===== config.mk =====
export PLATFORM = sky130hd
export DESIGN_NAME = filter_stream_rx_flat
export DESIGN_NICKNAME = d
export VERILOG_FILES = /design/src/rtl/filter_stream_rx_if.sv /design/src/rtl/filter_stream_rx.sv /design/src/flat_wrapper.sv
export SDC_FILE = /design/constraint.sdc
export NUM_CORES = 1
export LEC_CHECK = 0
export ABC_AREA = 0
export CAP_MARGIN = 20
export CELL_PAD_IN_SITES_DETAIL_PLACEMENT = 1
export CELL_PAD_IN_SITES_GLOBAL_PLACEMENT = 2
export CORE_AREA = 2 2 198 200
export CTS_BUF_LIST = sky130_fd_sc_hd__clkbuf_8
export CTS_CLUSTER_DIAMETER = 120
export DETAILED_ROUTE_END_ITERATION = 10
export DIE_AREA = 0 0 200 202
export GPL_ROUTABILITY_DRIVEN = 1
export PLACE_DENSITY_LB_ADDON = 0.1
export SYNTH_ARGS = -nofsm -noshare
export SYNTH_HDL_FRONTEND = slang
export SYNTH_SLANG_ARGS = --single-unit

===== constraint.sdc =====
create_clock -name clk -period 3.7 [get_ports clk]
set_input_delay 0.74 -clock clk [delete_from_list [all_inputs] [get_ports clk]]
set_output_delay 0.74 -clock clk [all_outputs]
set_load 0.02 [all_outputs]

===== src/rtl/filter_stream_rx_if.sv =====
// -----------------------------------------------------------------------------
// filter_stream_rx_if
//
// Purpose: bundles the sample stream coming out of the filter together with
// the buffered output stream toward the downstream consumer.
//
// Signals:
//   s_tdata  [13:0] filter output sample, two's complement
//   s_tvalid        sample strobe (no backpressure toward the filter)
//   s_mode          filter mode tag (0 differentiator, 1 integrator)
//   m_tdata  [13:0] buffered sample
//   m_tuser  [1:0]  bit0 = mode, bit1 = start-of-frame
//   m_tlast         last sample of a frame
//   m_tvalid        output sample available
//   m_tready        downstream accept
//
// Modports:
//   slave  - the buffer itself (consumes s_*, produces m_*)
//   master - the environment (filter source plus downstream sink)
// -----------------------------------------------------------------------------
interface filter_stream_rx_if;
  logic signed [13:0] s_tdata;
  logic               s_tvalid;
  logic               s_mode;

  logic signed [13:0] m_tdata;
  logic [1:0]         m_tuser;
  logic               m_tlast;
  logic               m_tvalid;
  logic               m_tready;

  modport slave (
    input  s_tdata, s_tvalid, s_mode, m_tready,
    output m_tdata, m_tuser, m_tlast, m_tvalid
  );

  modport master (
    output s_tdata, s_tvalid, s_mode, m_tready,
    input  m_tdata, m_tuser, m_tlast, m_tvalid
  );
endinterface


===== src/rtl/filter_stream_rx.sv =====
// -----------------------------------------------------------------------------
// filter_stream_rx
//
// Purpose: receives a valid-only sample stream from a filter, tags each
// accepted sample with frame boundaries (start-of-frame / last) and the filter
// mode, buffers it in a DEPTH-entry circular FIFO and presents it on a
// ready/valid output stream through a registered output stage.
// When the FIFO overflows the block enters a DROP state and discards every
// incoming sample until the FIFO has fully drained; the first sample accepted
// afterwards opens a new frame.
//
// Parameters:
//   DEPTH      FIFO depth in samples (power of 2, 4..256)
//   FRAME_LEN  samples per frame before m_tlast (2..65535)
//
// Ports:
//   clk        rising-edge clock
//   srst_n     synchronous active-low reset
//   bus        filter_stream_rx_if.slave (s_* input stream, m_* output stream)
//   ovf_clr    one-cycle pulse clearing the sticky overflow flag
//   ovf        sticky overflow flag
//   smp_cnt    accepted-sample counter, saturating
//   drop_cnt   dropped-sample counter, saturating
//
// Build option:
//   FILTER_STREAM_RX_STATS_EN  when defined, smp_cnt/drop_cnt count; when
//                              undefined both are tied to zero.
// -----------------------------------------------------------------------------
module filter_stream_rx #(
  parameter int DEPTH     = 16,
  parameter int FRAME_LEN = 64
) (
  input  logic                     clk,
  input  logic                     srst_n,
  filter_stream_rx_if.slave        bus,
  input  logic                     ovf_clr,
  output logic                     ovf,
  output logic [31:0]              smp_cnt,
  output logic [15:0]              drop_cnt
);

  localparam int DATA_W = 14;
  localparam int PTR_W  = $clog2(DEPTH);
  // Entry layout: {data, mode, sof, last}
  localparam int ENT_W  = DATA_W + 3;

  localparam logic [PTR_W:0] DEPTH_C     = (PTR_W+1)'(DEPTH);
  localparam logic [15:0]    FRAME_LEN_C = 16'(FRAME_LEN);

  typedef enum logic {
    ST_RUN  = 1'b0,
    ST_DROP = 1'b1
  } state_t;

  // ---------------------------------------------------------------------------
  // Storage and state
  // ---------------------------------------------------------------------------
  logic [ENT_W-1:0]          mem_q [DEPTH];

  logic [PTR_W-1:0]          wr_ptr_q, wr_ptr_d;
  logic [PTR_W-1:0]          rd_ptr_q, rd_ptr_d;
  logic [PTR_W:0]            count_q,  count_d;

  state_t                    state_q,  state_d;

  logic [15:0]               frm_cnt_q,   frm_cnt_d;
  logic                      prev_mode_q, prev_mode_d;
  logic                      ovf_q,       ovf_d;

  logic signed [DATA_W-1:0]  m_tdata_q,  m_tdata_d;
  logic [1:0]                m_tuser_q,  m_tuser_d;
  logic                      m_tlast_q,  m_tlast_d;
  logic                      m_tvalid_q, m_tvalid_d;

  // Per-cycle control
  logic                      full;
  logic                      pop;
  logic                      accept;
  logic                      ovf_evt;

  // Write-side entry construction
  logic                      restart;
  logic [15:0]               wr_cnt;
  logic                      wr_sof;
  logic                      wr_last;
  logic [ENT_W-1:0]          wr_entry;

  // Read-side prefetch
  logic [PTR_W:0]            avail;
  logic [PTR_W-1:0]          head_ptr;
  logic [ENT_W-1:0]          head_entry;

  assign full = (count_q == DEPTH_C);
  assign pop  = m_tvalid_q && bus.m_tready;

  // ---------------------------------------------------------------------------
  // FSM: state register
  // ---------------------------------------------------------------------------
  always_ff @(posedge clk) begin
    if (!srst_n) begin
      state_q <= ST_RUN;
    end else begin
      state_q <= state_d;
    end
  end

  // ---------------------------------------------------------------------------
  // FSM: next-state logic
  // ---------------------------------------------------------------------------
  always_comb begin
    state_d = state_q;
    unique case (state_q)
      ST_RUN: begin
        if (ovf_evt) begin
          state_d = ST_DROP;
        end
      end
      ST_DROP: begin
        // Leave DROP on the edge that empties the FIFO, so the very next
        // cycle already accepts samples.
        if (count_d == '0) begin
          state_d = ST_RUN;
        end
      end
      default: state_d = ST_RUN;
    endcase
  end

  // ---------------------------------------------------------------------------
  // FSM: outputs (accept / overflow decisions)
  // ---------------------------------------------------------------------------
  always_comb begin
    accept  = 1'b0;
    ovf_evt = 1'b0;
    unique case (state_q)
      ST_RUN: begin
        // A full FIFO can still take a sample when the head leaves this cycle.
        accept  = bus.s_tvalid && (!full || pop);
        ovf_evt = bus.s_tvalid && full && !pop;
      end
      ST_DROP: begin
        accept  = 1'b0;
        ovf_evt = 1'b0;
      end
      default: begin
        accept  = 1'b0;
        ovf_evt = 1'b0;
      end
    endcase
  end

  // ---------------------------------------------------------------------------
  // Frame tagging, pointers, occupancy, sticky overflow
  // ---------------------------------------------------------------------------
  always_comb begin
    // A frame restarts after reset / DROP exit (counter 0), after a completed
    // frame, or when the filter mode changes. Entries already stored are never
    // touched, so a mode change cannot turn an earlier entry into a 'last'.
    restart  = (frm_cnt_q == 16'd0) || (frm_cnt_q == FRAME_LEN_C) ||
               (bus.s_mode != prev_mode_q);
    wr_cnt   = restart ? 16'd1 : (frm_cnt_q + 16'd1);
    wr_sof   = restart;
    wr_last  = (wr_cnt == FRAME_LEN_C);
    wr_entry = {bus.s_tdata, bus.s_mode, wr_sof, wr_last};

    frm_cnt_d   = frm_cnt_q;
    prev_mode_d = prev_mode_q;
    if (accept) begin
      frm_cnt_d   = wr_cnt;
      prev_mode_d = bus.s_mode;
    end else if ((state_q == ST_DROP) && (state_d == ST_RUN)) begin
      frm_cnt_d = 16'd0;
    end

    wr_ptr_d = wr_ptr_q + PTR_W'(accept);
    rd_ptr_d = rd_ptr_q + PTR_W'(pop);
    count_d  = count_q + {{PTR_W{1'b0}}, accept} - {{PTR_W{1'b0}}, pop};

    // Set wins over clear so a coincident overflow is not lost.
    ovf_d = ovf_q;
    if (ovf_clr) begin
      ovf_d = 1'b0;
    end
    if (ovf_evt) begin
      ovf_d = 1'b1;
    end
  end

  // ---------------------------------------------------------------------------
  // Output stage: registered copy of the FIFO head
  // ---------------------------------------------------------------------------
  always_comb begin
    // Only entries written before this edge are eligible, which gives the
    // one-cycle write-to-output latency. The head stays in the FIFO (and in
    // the occupancy count) until it is actually transferred.
    avail      = count_q - {{PTR_W{1'b0}}, pop};
    head_ptr   = rd_ptr_q + PTR_W'(pop);
    head_entry = mem_q[head_ptr];

    m_tvalid_d = (avail != '0);
    m_tdata_d  = m_tdata_q;
    m_tuser_d  = m_tuser_q;
    m_tlast_d  = m_tlast_q;
    if (avail != '0) begin
      m_tdata_d = $signed(head_entry[ENT_W-1:3]);
      m_tuser_d = {head_entry[1], head_entry[2]};
      m_tlast_d = head_entry[0];
    end
  end

  // ---------------------------------------------------------------------------
  // Sequential state
  // ---------------------------------------------------------------------------
  always_ff @(posedge clk) begin
    if (!srst_n) begin
      wr_ptr_q    <= '0;
      rd_ptr_q    <= '0;
      count_q     <= '0;
      frm_cnt_q   <= 16'd0;
      prev_mode_q <= 1'b0;
      ovf_q       <= 1'b0;
      m_tdata_q   <= '0;
      m_tuser_q   <= 2'b00;
      m_tlast_q   <= 1'b0;
      m_tvalid_q  <= 1'b0;
    end else begin
      wr_ptr_q    <= wr_ptr_d;
      rd_ptr_q    <= rd_ptr_d;
      count_q     <= count_d;
      frm_cnt_q   <= frm_cnt_d;
      prev_mode_q <= prev_mode_d;
      ovf_q       <= ovf_d;
      m_tdata_q   <= m_tdata_d;
      m_tuser_q   <= m_tuser_d;
      m_tlast_q   <= m_tlast_d;
      m_tvalid_q  <= m_tvalid_d;
    end
  end

  // Sample storage carries no reset; the pointers define what is valid.
  always_ff @(posedge clk) begin
    if (accept) begin
      mem_q[wr_ptr_q] <= wr_entry;
    end
  end

  assign bus.m_tdata  = m_tdata_q;
  assign bus.m_tuser  = m_tuser_q;
  assign bus.m_tlast  = m_tlast_q;
  assign bus.m_tvalid = m_tvalid_q;
  assign ovf          = ovf_q;

  // ---------------------------------------------------------------------------
  // Statistics
  // ---------------------------------------------------------------------------
`ifdef FILTER_STREAM_RX_STATS_EN
  logic        drop;
  logic [31:0] smp_cnt_q,  smp_cnt_d;
  logic [15:0] drop_cnt_q, drop_cnt_d;

  function automatic logic [31:0] sat_inc32(input logic [31:0] v);
    return (&v) ? v : (v + 32'd1);
  endfunction

  function automatic logic [15:0] sat_inc16(input logic [15:0] v);
    return (&v) ? v : (v + 16'd1);
  endfunction

  // Every strobe not accepted is a drop, in RUN (overflow) and in DROP.
  assign drop = bus.s_tvalid && !accept;

  always_comb begin
    smp_cnt_d  = accept ? sat_inc32(smp_cnt_q)  : smp_cnt_q;
    drop_cnt_d = drop   ? sat_inc16(drop_cnt_q) : drop_cnt_q;
  end

  always_ff @(posedge clk) begin
    if (!srst_n) begin
      smp_cnt_q  <= 32'd0;
      drop_cnt_q <= 16'd0;
    end else begin
      smp_cnt_q  <= smp_cnt_d;
      drop_cnt_q <= drop_cnt_d;
    end
  end

  assign smp_cnt  = smp_cnt_q;
  assign drop_cnt = drop_cnt_q;
`else
  assign smp_cnt  = 32'd0;
  assign drop_cnt = 16'd0;
`endif

endmodule


===== src/flat_wrapper.sv =====
// flat-port wrapper written by rule: the top's interface ports become plain ports
module filter_stream_rx_flat 
#(
  parameter int DEPTH     = 16,
  parameter int FRAME_LEN = 64
)
  (clk, srst_n, ovf_clr, ovf, smp_cnt, drop_cnt, bus_s_tdata, bus_s_tvalid, bus_s_mode, bus_m_tready, bus_m_tdata, bus_m_tuser, bus_m_tlast, bus_m_tvalid);
  filter_stream_rx_if bus_i ();
  input  logic clk;
  input  logic srst_n;
  input  logic ovf_clr;
  output logic ovf;
  output logic [31:0] smp_cnt;
  output logic [15:0] drop_cnt;
  input wire logic [$bits(bus_i.s_tdata)-1:0] bus_s_tdata;
  input wire logic [$bits(bus_i.s_tvalid)-1:0] bus_s_tvalid;
  input wire logic [$bits(bus_i.s_mode)-1:0] bus_s_mode;
  input wire logic [$bits(bus_i.m_tready)-1:0] bus_m_tready;
  output wire logic [$bits(bus_i.m_tdata)-1:0] bus_m_tdata;
  output wire logic [$bits(bus_i.m_tuser)-1:0] bus_m_tuser;
  output wire logic [$bits(bus_i.m_tlast)-1:0] bus_m_tlast;
  output wire logic [$bits(bus_i.m_tvalid)-1:0] bus_m_tvalid;
  assign bus_i.s_tdata = bus_s_tdata;
  assign bus_i.s_tvalid = bus_s_tvalid;
  assign bus_i.s_mode = bus_s_mode;
  assign bus_i.m_tready = bus_m_tready;
  assign bus_m_tdata = bus_i.m_tdata;
  assign bus_m_tuser = bus_i.m_tuser;
  assign bus_m_tlast = bus_i.m_tlast;
  assign bus_m_tvalid = bus_i.m_tvalid;
  filter_stream_rx #(.DEPTH(DEPTH), .FRAME_LEN(FRAME_LEN)) u_core (.clk(clk), .srst_n(srst_n), .bus(bus_i), .ovf_clr(ovf_clr), .ovf(ovf), .smp_cnt(smp_cnt), .drop_cnt(drop_cnt));
endmodule

==> results.md <==
* Critical Path Start Type: input pin
* Pwr dens at approximately 630 nW/um^2
* Setup repair bufs after CTS at 0
* Crit Path Category: input pin to flop
* GR Overflow Total at 0
* Complex-gate fraction of the synthesized area at under 10%
* Final Util at slightly above 40%
* Avg Cell Area, Syn at roughly 16 um^2
* Largest family of logic cells by synthesized area: multiplexers
* RSZ-0062 raised after global routing: false
* Fill cells at between 3k and 4k
* End of the worst hold path: u_core.bus.m_tdata[9]$_SDFFE_PN0P_
* Top_reg_cell synth: edfxtp_1
* Hold Crit Start: u_core.bus.m_tdata[9]$_SDFFE_PN0P_
* Setup slack, reg-to-reg at between 0.3 and 0.4 ns
* Post-Synth Simple-Gate Area at 6.63%
* Worst r2r dst: u_core.frm_cnt_q[14]$_SDFFE_PN0P_
* Drt wl/cell at approximately 23 um
* Initial Util at roughly a third
* Status: finished, final reports clean
* Count of cells resized by post-cts repair at 0
* Worst hold path class: flop to flop
* Count of cell types in the netlist at 57
* Layout cells sized above 1 at 23.4%
* Clk_lat worst skew at between 0.5 and 0.6 ns
* Final wirelength at 33.3 mm
* Vias per cell at approximately 4.9
* Clk sinks at roughly 320
* Vias post-DR at 7251
* Post-synthesis mux area share at about an eighth
* Ys async rst share at 0%
* Endpoints failing setup at 0
* Leakage at 5.43 nW
* Crit Path Max Fanout at 10
* Crit path DAT at 3.87 ns
* I/O Buffers at 38
* Std-Cell Rows at 72
* Clock buffer count from CTS at 54
* Synth Area in Adders at under 10%
* Sum of negative setup slack at 0 ns
* R2r worst-path depth at 11
* Multi-input logic area at ~3700 um^2
* First-pass GRT wire length at between 50 and 60 mm
* Fmax at 293 MHz
* Fin. Hold Viols at 0
* Antenna Nets Post-Route at 0
* Area Growth Syn to Fin at 17.8%
* Hold_buf cts at 0
* RR Startpoint: u_core.count_q[3]$_SDFF_PN0_
* DRC at 0
* Largest net degree at the start of global routing at 33
* Post-synth EDFFs at 272
* Initial antenna violation count at 1
* YS warnings at 0
* Rel. slew slack at roughly 60%
* Req. time, crit path at around 4.2 ns
* Seq cells post-synth at about 320
* Final GP Congestion at 0.750
* Crit. End Element: flop
* Clk slew on worst S/H paths at 0.06 ns
* Seq/Total Area, Yosys at between 60% and 70%
* HPWL after detailed placement at roughly 20 mm
* Gate Count Post-Synth at approximately 810
* Die height at ~200 um
* Max_cap viols at 0
* Clock skew at ~0.026 ns
* CTS Buffer Depth at 3
* Full die area at 40400 um^2
* Core area at 38300 um^2
* Drt pass-1 iters at 5
* Worst hold stages at 1
* Synth Area in XOR/XNOR at roughly 1.2%
* Post-route clock period utilization at approximately 92%
* Nets@finish at 949
* Minimum clock period at 3.41 ns
* Die W at roughly 200 um
* Vias in the first global route at between 8k and 9k
* H-tree levels at 2
* CTS tree: built
* FF/Latch Area at 9170 um^2
* Total GRT Usage at between 15 and 20%
* Num ports at 87
* Clk root buf: clkbuf_8
* Worst VDD drop at between 300 and 400 uV
* Slew Limit Fails at 0
* Synthesized area at roughly 13000 um^2
* Initial drt markers at around 310
* Slew @ Worst Pin at roughly 0.6 ns
## cells by family (layout without fill, tap and decap cells)
kind of cell             Yosys count  count (layout)
AO/OA/AOI/OAI                     96              96
XOR/XNOR                          18              18
adder cells (fa/ha/maj)           16              16
buffers and inverters            102             207
flip-flops                       322             322
multiplexers                      70              70
other                              1              49
AND/OR/NAND/NOR                  180             180
## cells in the final DEF, fill, tap and decap left out, types with 9 or more instances in the layout
cell	n
edfxtp_1	272
nand2_1	73
mux4_2	68
clkbuf_8	58
dfxtp_1	50
conb_1	48
a21oi_1	42
buf_4	42
clkdlybuf4s50_1	38
inv_1	37
nor2_1	20
a211o_1	20
ha_1	13
and2_1	12
nor2_2	12
xnor2_1	11
buf_12	11
nand3_1	10
and3_1	9
## cell type report
cell class | count | share of cell area (%)
clock inverters | 42 | 1.64
well taps | 518 | 4.16
diodes | 1 | 0.0160
clock buffers | 58 | 5.12
multi-input cells | 428 | 24.0
repair buffers | 91 | 5.87
flip-flops and latches | 322 | 58.8
inverters | 16 | 0.385
## Yosys cell counts (2+ instances only)
cell       instances  area, um^2
nand2_1           73         274
nor2b_1            2        12.5
mux2i_1            2        20.0
nand4_1            8        50.1
nand2b_1           8        50.1
dfxtp_1           50        1000
a211o_1           20         175
mux4_2            68        1530
o221ai_1           2        17.5
a221o_1            3        30.0
xor2_1             6        52.6
xnor2_1           12         105
nor4_1             5        31.3
and3_1             9        56.3
nor3_1            10        50.1
clkbuf_1          24        90.1
edfxtp_1         272        8170
buf_2             11        55.1
a22o_2             2        20.0
and2_1            12        75.1
ha_1              15         188
nand3_1           10        50.1
a21oi_1           42         210
o2111ai_1          2        17.5
buf_4             50         375
and4_1             2        17.5
o31ai_4            2        42.5
nor2_1            32         120
or3_1              2        12.5
inv_1             16        60.1
o21ai_0            7        35.0
## report_power, final
| group | switching, mW | internal [mW] |
|---|---|---|
| sequential | 0.120 | 4.16 |
| combinational | 1.26 | 1.19 |
| clock | 1.40 | 1.66 |
| total | 2.78 | 7.01 |
## stage by stage
step | setup slack [ns] | cell area [um^2] | hold WS, ns | std cells | power (mW)
6_report | 0.290 | 15600 | 0.468 | 1476 | 9.79
5_1_grt | 0.154 | 15600 | 0.488 | 1475 | 10.3
4_1_cts | 0.276 | 15600 | 0.475 | 1475 | 9.96
3_5_place_dp | -0.304 | 14500 | 0.459 | 1375 | 6.86
3_3_place_gp | -0.216 | 14500 | 0.457 | 1375 | 6.81
2_1_floorplan | 0.274 | 13400 | 0.449 | 852 | 5.93
## worst max-delay path by stage
stage,start,to,slack (ns)
after floorplan,bus_m_tready,u_core.frm_cnt_q[6]$_SDFFE_PN0P_,0.27
after global placement,bus_m_tready,u_core.frm_cnt_q[6]$_SDFFE_PN0P_,-0.22
after detailed placement,bus_m_tready,u_core.frm_cnt_q[14]$_SDFFE_PN0P_,-0.30
after CTS,u_core.count_q[3]$_SDFF_PN0_,u_core.frm_cnt_q[14]$_SDFFE_PN0P_,0.28
after global routing,u_core.count_q[2]$_SDFF_PN0_,u_core.frm_cnt_q[6]$_SDFFE_PN0P_,0.15
final,bus_m_tready,u_core.frm_cnt_q[14]$_SDFFE_PN0P_,0.29
## worst max-delay path, stage by stage
cell,delay (ns)
clkdlybuf4s50_1,0.39
and2_1,0.19
ha_1,0.32
inv_1,0.05
ha_1,0.22
fa_1,0.44
xnor2_1,0.16
or4b_4,0.50
o31a_1,0.45
a221o_1,0.39
## sequential cells by signal, indices dropped and copies added (netlist names)
| register | count |
|---|---|
| u_core.bus.m_tuser | 2 |
| u_core.frm_cnt_q | 16 |
| u_core.mem_q | 272 |
| u_core.bus.m_tvalid | 1 |
| u_core.count_q | 5 |
| u_core.state_q | 1 |
| u_core.wr_ptr_q | 4 |
| u_core.bus.m_tlast | 1 |
| u_core.ovf | 1 |
| u_core.prev_mode_q | 1 |
| u_core.rd_ptr_q | 4 |
| u_core.bus.m_tdata | 14 |
## metal layers
metal  global-route usage (%)  wire (um)  vias to the layer above
met1                     21.5      13900                     3782
met3                     3.47       1750                       49
met4                     5.08        608                        0
met2                     29.3      17100                      170
met5                        0          0                        -
li1                         -          -                     3250
No activity file was read; power rests on OpenSTA's default activity.
